$ cat config.mk
export PLATFORM = sky130hd
export DESIGN_NAME = serial_add_ctrl
export DESIGN_NICKNAME = d
export VERILOG_FILES = /design/src/rtl/half_adder.sv /design/src/rtl/serial_add_ctrl.sv
export SDC_FILE = /design/constraint.sdc
export NUM_CORES = 1
export LEC_CHECK = 0
export BUFFER_PORTS_ARGS = -buffer_cell sky130_fd_sc_hd__buf_2
export CAP_MARGIN = 10
export CORE_MARGIN = 10
export CORE_UTILIZATION = 28
export CTS_CLUSTER_SIZE = 12
export DETAILED_ROUTE_END_ITERATION = 12
export GPL_TIMING_DRIVEN = 0
export PLACE_DENSITY = 0.55
export SLEW_MARGIN = 20
export SYNTH_ARGS = -nofsm -noshare
export SYNTH_HDL_FRONTEND = slang
export SYNTH_SLANG_ARGS = --single-unit
$ cat constraint.sdc
create_clock -name clk -period 1.3 [get_ports clk]
set_input_delay 0.13 -clock clk [delete_from_list [all_inputs] [get_ports clk]]
set_output_delay 0.13 -clock clk [all_outputs]
set_load 0.02 [all_outputs]
$ cat src/rtl/half_adder.sv
// Half adder cell: 1-bit sum and carry of two input bits.
module half_adder (
  input  logic a,
  input  logic b,
  output logic sum,
  output logic carry
);

  // Pure combinational sum/carry.
  assign sum   = a ^ b;
  assign carry = a & b;

endmodule

$ cat src/rtl/serial_add_ctrl.sv
// Bit-serial adder controller: adds two WIDTH-bit operands plus a carry-in,
// one bit per cycle, using two half_adder cells as a 1-bit full adder.
//
// Handshake: start is accepted only on a rising clock edge where ready=1
// (IDLE). While busy=1 (RUN) or done=1 (DONE) start is ignored, so nothing is
// queued. done is a one-cycle pulse; sum/cout are valid during that cycle and
// stay held until the next completion or reset.
module serial_add_ctrl #(
  parameter int WIDTH = 8
) (
  input  logic             clk,
  input  logic             rst,
  input  logic             start,
  input  logic [WIDTH-1:0] a,
  input  logic [WIDTH-1:0] b,
  input  logic             cin,
  output logic             ready,
  output logic             busy,
  output logic             done,
  output logic [WIDTH-1:0] sum,
  output logic             cout
);

  localparam logic [1:0] S_IDLE = 2'd0;
  localparam logic [1:0] S_RUN  = 2'd1;
  localparam logic [1:0] S_DONE = 2'd2;

  // Counter needs at least one bit even when WIDTH=1.
  localparam int CW = (WIDTH > 1) ? $clog2(WIDTH) : 1;
  localparam logic [CW-1:0] LAST = CW'(WIDTH - 1);

  typedef enum logic [1:0] {
    ST_IDLE = S_IDLE,
    ST_RUN  = S_RUN,
    ST_DONE = S_DONE
  } state_t;

  state_t           state, state_n;
  logic [WIDTH-1:0] opa, opb, acc, acc_next;
  logic             carry, carry_next;
  logic [CW-1:0]    cnt;
  logic             s1, c1, s2, c2;
  logic             last_bit;

  // Full adder built from the two existing half-adder cells.
  half_adder u_ha1 (.a(opa[0]), .b(opb[0]), .sum(s1), .carry(c1));
  half_adder u_ha2 (.a(s1),     .b(carry),  .sum(s2), .carry(c2));

  // Carry chain and result shifter input for the current bit.
  always_comb begin
    carry_next          = c1 | c2;
    acc_next            = acc >> 1;
    acc_next[WIDTH-1]   = s2;
  end

  assign last_bit = (cnt == LAST);

  // State register.
  always_ff @(posedge clk) begin
    if (rst) state <= ST_IDLE;
    else     state <= state_n;
  end

  // Next-state decode.
  always_comb begin
    state_n = state;
    case (state)
      ST_IDLE: if (start)    state_n = ST_RUN;
      ST_RUN:  if (last_bit) state_n = ST_DONE;
      ST_DONE: state_n = ST_IDLE;
      default: state_n = ST_IDLE;
    endcase
  end

  // Status outputs decoded straight from state so they are mutually exclusive.
  assign ready = (state == ST_IDLE);
  assign busy  = (state == ST_RUN);
  assign done  = (state == ST_DONE);

  // Operand capture, bit-serial datapath and result registers.
  always_ff @(posedge clk) begin
    if (rst) begin
      opa   <= '0;
      opb   <= '0;
      acc   <= '0;
      carry <= 1'b0;
      cnt   <= '0;
      sum   <= '0;
      cout  <= 1'b0;
    end else begin
      case (state)
        ST_IDLE: begin
          if (start) begin
            opa   <= a;
            opb   <= b;
            carry <= cin;
            cnt   <= '0;
          end
        end
        ST_RUN: begin
          opa   <= opa >> 1;
          opb   <= opb >> 1;
          carry <= carry_next;
          acc   <= acc_next;
          cnt   <= cnt + CW'(1);
          // Results are published on the edge that enters DONE.
          if (last_bit) begin
            sum  <= acc_next;
            cout <= carry_next;
          end
        end
        default: ;
      endcase
    end
  end

endmodule

==> metrics.txt <==
status completed; synth warn 0; post-DR vias/cell 4.50; Num CTS Buffers 5; share of layout cells above drive strength 1 0.314; met3 usage 0.0317; I/O Pins 32; row cnt 27; crit path kind reg -> out; routed len/inst 13.3 um; Chip Height 94.9 um; CP delay by family, top buffers and inverters; gr ovfl total 0; Post-route DRC 0; DRT iter0 DRCs 64; hold bufs inserted after CTS 0; post-route ant nets 0; Seq/Total Area, Yosys 0.484; critical path data arrival time 1.13 ns; minimum clock period after layout 1.26 ns; Comb power frac 0.132; crit path launch type flip-flop; P&R area growth vs syn 30.3%; NetSw 597 uW; CP max-delay cell dfxtp_2; relative slew slack 0.669; CTS tree yes; worst path bufs/invs 3; Port Buffers 30; RePlAce Congestion 0.716; Worst path max stage delay 0.32 ns; CP max FO 10; syn_nets 191; Initial Utilization 0.287; initial antenna violation count 0; first-pass GRT wire length 6.32 mm; Avg Cell Area, Syn 9.36 sq um; RSZ-0062 raised after global routing yes; Die X 94.9 um; fin nets 232; pwr/cell area 1170 nW/um^2; total power 2.40 mW; Worst-Skew Late Latency 0.29 ns; Reg clk slew, reported paths 0.07 ns; clock buffer depth 2; Seq pwr share 0.521; gr usage total 0.0898; Final period util 0.968; Max-Cap Viols 0; fmax 795 MHz; largest net degree at the start of global routing 12; leakage 0.847 nW; global route hottest layer met2; synthesized flop and latch total 38; CP required 1.17 ns; ant diodes 0; Internal 1.80 mW; Synth cell types 23; fillcell total 591; min-delay worst type in -> reg; vias in the first global route 1285; Clock Skew 0.00374 ns; clock group share of total power 0.347; via count 1268; Clock Sinks 38; CTS Root Cell clkbuf_8; DR pass1 iterations 4; Post-Syn Area 1570 sq um; Most Frequent Cell on Critical Path buf_6; Final setup viols 0; full die area 9010 sq um; M2 GR Usage 0.136; Final Hold Fails 0; dpl ws -0.100 ns; CP Cell Sequence buf_6 > buf_6 > nor2_1 > buf_4; setup ws final 0.0417 ns; Worst VDD drop 0.369 mV; Total Routed Length 3.76 mm; Sw Share 0.249; final slew viol count 0; CTS H-Tree Depth 2; met1 GRT Util 0.112; worst slew pin tran 0.497 ns; detailed placer's ending HPWL 2.51 mm; CP endpoint kind output port; core area 5470 sq um; Post-Synthesis Cells 168
## flip-flops by register name (all words and copies together), names as in the netlist
register	flops
carry	1
sum	8
state	2
cout	1
opb	8
cnt	3
acc	7
opa	8
## final timing paths
kind | from | cells past startpoint | to | slack (ns)
worst max-delay path | state[0] | 4 | ready | 0.04
worst min-delay path | b[7] | 3 | opb[7] | 0.08
worst max register to register | state[1] | 5 | opa[0] | 0.07
worst min register to register | cnt[0] | 1 | cnt[0] | 0.45
## stage by stage
stage,instance area (sq um),TNS [ns],cells,hold WS [ns],util
after CTS,1950,0,279,0.0854,0.357
final,2050,0,282,0.0845,0.374
after detailed placement,1810,-0.828,270,0.385,0.331
after global routing,2050,-0.00508,282,0.101,0.374
after floorplan,1570,0,168,0.278,-
after global placement,1810,-0.763,270,0.374,0.331
## kinds of logic (layout without fill, tap and decap cells)
group,Yosys count,after routing,share of synthesized area
simple gates,59,60,0.155
compound gates,39,39,0.169
flops,38,38,0.484
mux,15,15,0.0955
buf+inv,14,55,0.0676
fa+ha+maj,3,3,0.0286
## power groups by stage
stage	Sequential (mW)	Clock, mW	Combinational [mW]
after detailed placement	1.28	0	0.282
after global routing	1.26	0.921	0.349
after floorplan	1.27	0	0.203
after global placement	1.28	0	0.277
final	1.25	0.831	0.317
after CTS	1.25	0.853	0.287
## repair_timing
item	CTS	global route
pin swaps	1	1
endpoints found under the setup margin	10	21
resized for setup	10	17
gates cloned	1	0
setup buffers	2	3
## synthesized netlist by cell type (all sizes together)
master / n / area [sq um]
nand2: 32 / 120
mux2i: 15 / 150
a22oi: 4 / 30.0
nand3b: 1 / 11.3
inv: 1 / 6.26
a21oi: 16 / 80.1
a211oi: 17 / 133
ha: 2 / 25.0
dfxtp: 38 / 761
fa: 1 / 20.0
o21ba: 1 / 16.3
nand2b: 1 / 6.26
clkbuf: 2 / 7.51
nor2b: 1 / 6.26
and3b: 1 / 10.0
buf: 11 / 92.6
o21bai: 1 / 7.51
nor2: 22 / 82.6
nor3b: 1 / 7.51
## worst min-delay path: stages
cell,delay [ns]
buf_2,0.08
a22oi_1,0.05
nor2_1,0.07
## layout by cell type, fill, tap and decap left out, drive strengths merged
cell type and n:
fa 1, o21ba 1, o21bai 1, nand2 32, nand3b 1, a22oi 4, buf 44, nor2 22
ha 2, dfxtp 38, and3b 2, a211oi 17, clkinv 2, a21oi 16, mux2i 15, clkbuf 9
nor2b 1, nor3b 1, nand2b 1
## routing by layer
metal	vias to the layer above	part of all wire
li1	660	-
met5	-	0
met1	579	0.46
met4	0	0.020
met3	7	0.048
met2	22	0.47
## cell type report
| cell class | count | area [sq um] | area share |
|---|---|---|---|
| Inverter | 1 | 16.3 | 0.00794 |
| Clock buffer | 7 | 86.3 | 0.0421 |
| Clock inverter | 1 | 5.00 | 0.00244 |
| Multi-Input combinational cell | 117 | 771 | 0.376 |
| Buffer | 11 | 98.8 | 0.0482 |
| Tap cell | 72 | 90.1 | 0.0440 |
| Timing Repair Buffer | 35 | 215 | 0.105 |
| Sequential cell | 38 | 767 | 0.374 |
Power figures use the tool's default switching activity.
